===== src/rtl/put_token_controller.sv =====
// rtl/put_token_controller.sv - put-side skid buffer and one-hot token controller of the mixed-clock FIFO
//
// Ports:
//   clk_put        put-domain clock
//   reset          asynchronous active-low reset
//   req_put        sender has a valid word on data_put
//   data_put       sender data word
//   put_ready      a word can be accepted this cycle
//   cell_full      per-cell full flags
//   cell_ptok_hold per-cell put-token hold (collision) flags
//   enable_put     one-hot write enable to the token cell (zero when not issuing)
//   data_out       put data bus shared by all cells
//   ptok           one-hot put token position
//   full_put       token cell is full
//   put_count      words issued to cells, wraps
module put_token_controller #(
   parameter int NUM_CELLS  = 4,
   parameter int DATA_WIDTH = 8,
   parameter int CNT_WIDTH  = 16
) (
   input  logic                  clk_put,
   input  logic                  reset,
   input  logic                  req_put,
   input  logic [DATA_WIDTH-1:0] data_put,
   output logic                  put_ready,
   input  logic [NUM_CELLS-1:0]  cell_full,
   input  logic [NUM_CELLS-1:0]  cell_ptok_hold,
   output logic [NUM_CELLS-1:0]  enable_put,
   output logic [DATA_WIDTH-1:0] data_out,
   output logic [NUM_CELLS-1:0]  ptok,
   output logic                  full_put,
   output logic [CNT_WIDTH-1:0]  put_count
);

   localparam logic [NUM_CELLS-1:0] TOK_INIT = {{(NUM_CELLS-1){1'b0}}, 1'b1};
   localparam logic [CNT_WIDTH-1:0] CNT_ONE  = {{(CNT_WIDTH-1){1'b0}}, 1'b1};

   logic                  valid_q;
   logic [DATA_WIDTH-1:0] data_q;
   logic                  tok_full;
   logic                  tok_hold;
   logic                  issue;
   logic                  accept;

   // Only the token cell's flags matter; other cells are masked off by ptok.
   assign tok_full  = |(ptok & cell_full);
   assign tok_hold  = |(ptok & cell_ptok_hold);
   assign full_put  = tok_full;

   // Full and hold both block; the token never skips a blocked cell.
   assign issue     = valid_q & ~tok_full & ~tok_hold;

   // Accepting in the issue cycle keeps the skid register streaming at 1 word/cycle.
   assign put_ready = ~valid_q | issue;
   assign accept    = req_put & put_ready;

   assign enable_put = issue ? ptok : '0;
   assign data_out   = data_q;

   always_ff @(posedge clk_put or negedge reset) begin
      if (!reset) begin
         valid_q   <= 1'b0;
         data_q    <= '0;
         ptok      <= TOK_INIT;
         put_count <= '0;
      end else begin
         if (accept) begin
            valid_q <= 1'b1;
            data_q  <= data_put;
         end else if (issue) begin
            valid_q <= 1'b0;
         end

         if (issue) begin
            ptok      <= {ptok[NUM_CELLS-2:0], ptok[NUM_CELLS-1]};
            put_count <= put_count + CNT_ONE;
         end
      end
   end

endmodule


===== config.mk =====
export PLATFORM = sky130hd
export DESIGN_NAME = put_token_controller
export DESIGN_NICKNAME = d
export VERILOG_FILES = /design/src/rtl/put_token_controller.sv
export SDC_FILE = /design/constraint.sdc
export NUM_CORES = 1
export LEC_CHECK = 0
export BUFFER_PORTS_ARGS = -buffer_cell sky130_fd_sc_hd__buf_2
export CAP_MARGIN = 20
export CELL_PAD_IN_SITES_DETAIL_PLACEMENT = 1
export CELL_PAD_IN_SITES_GLOBAL_PLACEMENT = 1
export CORE_UTILIZATION = 32
export CTS_CLUSTER_SIZE = 12
export DETAILED_ROUTE_END_ITERATION = 10
export HOLD_SLACK_MARGIN = 0.08
export PLACE_DENSITY = 0.84
export SYNTH_ARGS = -nofsm -noshare
export SYNTH_HDL_FRONTEND = slang
export SYNTH_SLANG_ARGS = --single-unit

===== constraint.sdc =====
create_clock -name clk_put -period 2.64 [get_ports clk_put]
set_input_delay 0.792 -clock clk_put [delete_from_list [all_inputs] [get_ports clk_put]]
set_output_delay 0.792 -clock clk_put [all_outputs]
set_load 0.01 [all_outputs]

==> results of run 1 <==
[synthesized netlist by cell type, drive strengths merged]
cell | number | area [µm²]
xor2 | 14 | 122.6
nand2 | 11 | 41.29
nand4 | 6 | 37.54
nor2 | 5 | 18.77
inv | 5 | 18.77
dfstp | 1 | 26.28
nor4 | 10 | 81.33
a22o | 4 | 35.03
ha | 1 | 12.51
dfrtp | 28 | 700.7
xnor2 | 1 | 8.760
nand2b | 1 | 6.260
nor3 | 4 | 30.03
clkbuf | 2 | 7.510
or4 | 1 | 11.26
buf | 2 | 22.52
or2 | 2 | 12.51
mux2 | 9 | 101.4
o21ai | 9 | 45.04
[worst max-delay path, stage by stage]
cell     delay [ns]
buf_6          0.09
a22o_4         0.25
nor4_4         0.34
nand2_2        0.15
nor2_1         0.15
buf_2          0.15
[per-stage QoR]
stage,utilization,std cells,TNS (ns),area [µm²]
6_report,0.4617,227,-0.2253,1847
5_1_grt,0.4617,227,-0.5088,1847
4_1_cts,0.4598,227,-0.2281,1839
3_5_place_dp,0.4176,218,-0.7487,1670
3_3_place_gp,0.4176,218,-0.2647,1670
2_1_floorplan,-,116,-0.02055,1348
[report_power, final]
group	internal [mW]	total (mW)	switching [mW]
Clock	0.235	0.404	0.168
Sequential	0.574	0.728	0.154
Combinational	0.205	0.458	0.253
[cell type report]
type | count | area share
Sequential cell | 29 | 0.3936
Multi-Input combinational cell | 78 | 0.3360
Timing Repair Buffer | 57 | 0.1714
Clock buffer | 7 | 0.05217
Tap cell | 50 | 0.03388
Inverter | 5 | 0.01016
Clock inverter | 1 | 0.002710
[worst paths after layout]
kind | slack [ns] | cells after the start | end
hold / removal | 0.46 | 1 | put_count[15]
setup reg to reg | 0.45 | 5 | put_count[15]
max in group asynchronous | 1.64 | 1 | valid_q
hold reg to reg | 0.46 | 1 | put_count[15]
setup / recovery | -0.08 | 6 | enable_put[0]
min in group asynchronous | 0.54 | 1 | data_out[2]
[cells by family (layout without fill, tap and decap cells)]
kind of cell               Yosys count  after routing  share of synthesized area
buffers and inverters                9             70                    0.03642
DFF                                 29             29                     0.5425
AOI/OAI and AO/OA                   13             13                    0.05975
muxes                                9              9                    0.07563
xor gates and xnor gates            15             15                    0.09804
and+or+nand+nor                     40             40                     0.1783
adders and majority gates            1              1                   0.009336
[flip-flops by register name, summed over array words and instances (netlist names)]
signal,cells
data_out,8
ptok,4
put_count,16
valid_q,1
[timing repair]
item,4_1_cts,5_1_grt
setup buffers,1,0
endpoints found under the setup margin,5,5
endpoints found under the hold margin,0,0
gates resized for setup,8,3
pin swaps,0,1
[routing by layer]
metal / vias to the layer above / wire length [µm] / GRT usage
met5: - / 0 / 0
met4: 0 / 53 / 0.06383
met3: 6 / 206 / 0.05137
met2: 40 / 1856 / 0.3106
met1: 567 / 1439 / 0.2146
li1: 527 / - / -
==> results.cfg, run 1 <==
[layout]
multi_input_area_um2 = 620.6
mostFrequentLayoutCells = 49 x buf_2, 28 x dfrtp_1, 14 x xor2_1
synthToLayoutAreaGrowth_pct = 37.82
register_area_um2 = 726.9
fill_cells = 455
final_common_cell = buf_2
drive_gt1_frac = 0.5141
antennaDiodeCount = 0
nets = 196

[global_routing]
first_global_vias = 1228
grt-ovfl-total = 0
grt_pass1_wl_um = 5830
grt_max_degree = 30
grt_use_total = 0.1814
antenna_found_initial = 0

[place]
dpl.hpwl_um = 2574
place_ws_ns = -0.1828
io_buffers = 52
gp_congestion = 0.7788

[timing]
rsz0062_at_grt = yes
tightestPinTransition_ns = 0.7007
period_share = 1.029
max_freq_mhz = 368.2
skew_ns = 0.008745
maxSlewViolCount = 0
whs_ns = 0.4647
slew_headroom = 0.5297
finalCriticalPeriod_ns = 2.716
finalHoldViolCount = 0
setup_ws_ns = -0.07582
setup_viol = 5

[synth]
syn_inst = 116
ys_types = 22
ys_seq_elements = 29
synth_warnings = 0
syn_area_per_cell_um2 = 11.55
ys_seq_area_frac = 0.5425
netlist_area_mm2 = 0.001340
syn-num-nets = 136

[critical_path]
cp.required_ns = 1.85
rr_startpoint = ptok[1]
cp_max_fo = 5
cp-end-kind = output pin
critPathLaunchType = input pin
criticalPathCategory = input pin to output pin
crit_start = cell_full[0]
arrival_ns = 1.92

[clocking]
cts_buffer_depth = 2
cts_tree = yes
hold_buffers = 0
htreeDepth = 2
insertion_delay_ns = 0.28
root_buffer = clkbuf_8
cts.sinks = 29
cts_buffers = 5
clk_pin_slew_ns = 0.06

[drt]
drc = 0
vias = 1140
drtPass1Iterations = 4
wirelength_um = 3555
wl_per_cell_um = 15.66
vias_per_cell = 5.022
drtAntennaViolNets = 0
drt_iter0_drc = 33

[floorplan]
rows = 23
die_h_um = 66.71
core_region_area_mm2 = 0.004000
die_x_um = 66.71
die_area_mm2 = 0.004450
initial_utilization = 0.3350
ioPinCount = 53

[worst_hold_path]
hp-class = flop to flop
hold_path.startpoint = put_count[15]

[power_and_ir_drop]
finalPower_mw = 1.589
powerDensity_mw_per_mm2 = 860.6
p_leak_nw = 0.8619
ir_drop_v = 0.0004408

[run_status]
violations = negative setup slack
status = complete, but fails checks

[job]
cap_violations = 0
Power figures use the tool's default switching activity.
==> inputs of run 2 (changes only) <==
Settings changed: MAX_ROUTING_LAYER set to met4.
==> results.cfg, run 2 (synthesis gave the netlist of run 1 again) <==
[run_status]
status = complete, but fails checks
violations = negative setup slack

[critical_path]
cp_max_fo = 5
cp_cell_sequence = buf_6 -> a22o_4 -> nor4_4 -> nand2_2 -> nor2_1 -> buf_2
criticalPathCategory = input pin to output pin
cp-end-kind = output pin
cp.required_ns = 1.85
rrSetupSlack_ns = 0.45
critPathLaunchType = input pin
slowest_stage = nor4_4
cp_slowest_stage_delay_ns = 0.34
arrival_ns = 1.92

[power_and_ir_drop]
ir_drop_v = 0.0004415
combPwrFrac = 0.288
internal_power_mw = 1.014
p_sw_frac = 0.3621
clkPwrFrac = 0.253
p_sw_mw = 0.5755
powerDensity_mw_per_mm2 = 860.5
seqPwrFrac = 0.459
p_leak_nw = 0.8619

[timing]
slew_headroom = 0.5418
setup_viol = 5
tightestPinTransition_ns = 0.6827
finalCriticalPeriod_ns = 2.713
rsz0062_at_grt = yes
finalHoldViolCount = 0
period_share = 1.027
skew_ns = 0.008793
setup_ws_ns = -0.07254
max_freq_mhz = 368.7
maxSlewViolCount = 0

[place]
io_buffers = 52
dpl.hpwl_um = 2574
gp_congestion = 0.7895
dpl_cell_area_mm2 = 0.001670

[floorplan]
die_area_mm2 = 0.004450
rows = 23
core_region_area_mm2 = 0.004000
ioPinCount = 53
die_x_um = 66.71
die_h_um = 66.71
initial_utilization = 0.3350

[drt]
drtPass1Iterations = 4
drc = 0
drtAntennaViolNets = 0
drt_iter0_drc = 30
wirelength_um = 3568
wl_per_cell_um = 15.72
vias_per_cell = 5.000
vias = 1135

[clocking]
insertion_delay_ns = 0.28
cts_tree = yes
cts_buffer_depth = 2
cts_buffers = 5
htreeDepth = 2
clk_pin_slew_ns = 0.06
cts.sinks = 29
root_buffer = clkbuf_8

[layout]
fill_cells = 455
stdcell_area_mm2 = 0.001847
final_core_util = 0.4617
antennaDiodeCount = 0
drive_gt1_frac = 0.5141
final_common_cell = buf_2
register_area_um2 = 726.9
nets = 196
top_register = put_count
largest_reg_flops = 16
synthToLayoutAreaGrowth_pct = 37.82
mostFrequentLayoutCells = 49 x buf_2, 28 x dfrtp_1, 14 x xor2_1
multi_input_area_um2 = 620.6

[global_routing]
grt_max_degree = 30
grt_use_total = 0.1855
grt_pass1_wl_um = 5809
grt-ovfl-total = 0
antenna_found_initial = 0
first_global_vias = 1229

[worst_hold_path]
hp-class = flop to flop

[job]
cap_violations = 0
## run 2: cell counts in the layout (fill, tap and decap cells not counted)
Identical to the previous run, type by type.
## run 2: through the flow
| stage | setup WS (ns) | hold slack [ns] | setup TNS, ns | std cells | power [mW] |
|---|---|---|---|---|---|
| after floorplan | -0.02055 | 0.4964 | -0.02055 | 116 | 0.9711 |
| after global placement | -0.05505 | 0.4537 | -0.2647 | 218 | 1.174 |
| after detailed placement | -0.1828 | 0.4610 | -0.7487 | 218 | 1.196 |
| after CTS | -0.06695 | 0.4717 | -0.2281 | 227 | 1.610 |
| after global routing | -0.1256 | 0.4899 | -0.5088 | 227 | 1.700 |
| final | -0.07254 | 0.4648 | -0.2244 | 227 | 1.589 |
## run 2: path summary, 6_finish.rpt
kind / from / end / cells after the start
worst max-delay path: cell_full[0] / enable_put[0] / 6
worst max register to register: ptok[1] / put_count[15] / 5
worst min-delay path: put_count[15] / put_count[15] / 1
max in group asynchronous: reset / valid_q / 1
min in group asynchronous: reset / data_out[2] / 1
worst min register to register: put_count[15] / put_count[15] / 1
## run 2: cell type report
type                            instances  area share
Multi-Input combinational cell         78      0.3360
Clock inverter                          1    0.002710
Sequential cell                        29      0.3936
Timing Repair Buffer                   57      0.1714
Inverter                                5     0.01016
Clock buffer                            7     0.05217
Tap cell                               50     0.03388
## run 2: power groups by stage
| stage | registers [mW] | logic [mW] | clock network (mW) |
|---|---|---|---|
| 2_1_floorplan | 0.770 | 0.201 | 0 |
| 3_3_place_gp | 0.732 | 0.442 | 0 |
| 3_5_place_dp | 0.737 | 0.459 | 0 |
| 4_1_cts | 0.732 | 0.465 | 0.412 |
| 5_1_grt | 0.756 | 0.511 | 0.433 |
| 6_report | 0.729 | 0.458 | 0.402 |
## run 2: repair_timing
item                       in CTS  in global routing
gates resized for setup         8                  3
hold buffers                    0                  0
gates cloned                    0                  0
setup buffers                   1                  0
pin swaps                       0                  1
setup endpoints to repair       5                  5
## run 2: critical path, delay by kind of cell
family,cells,cell delay [ns]
compound gates,1,0.25
buf+inv,2,0.23
simple gates,3,0.64
## run 2: metal layers
layer / up-vias / wire length (µm) / GRT usage
li1: 528 / - / -
met1: 565 / 1471 / 0.2167
met2: 36 / 1866 / 0.3106
met3: 6 / 176 / 0.04452
met4: 0 / 53 / 0.06383
met5: - / 0 / -
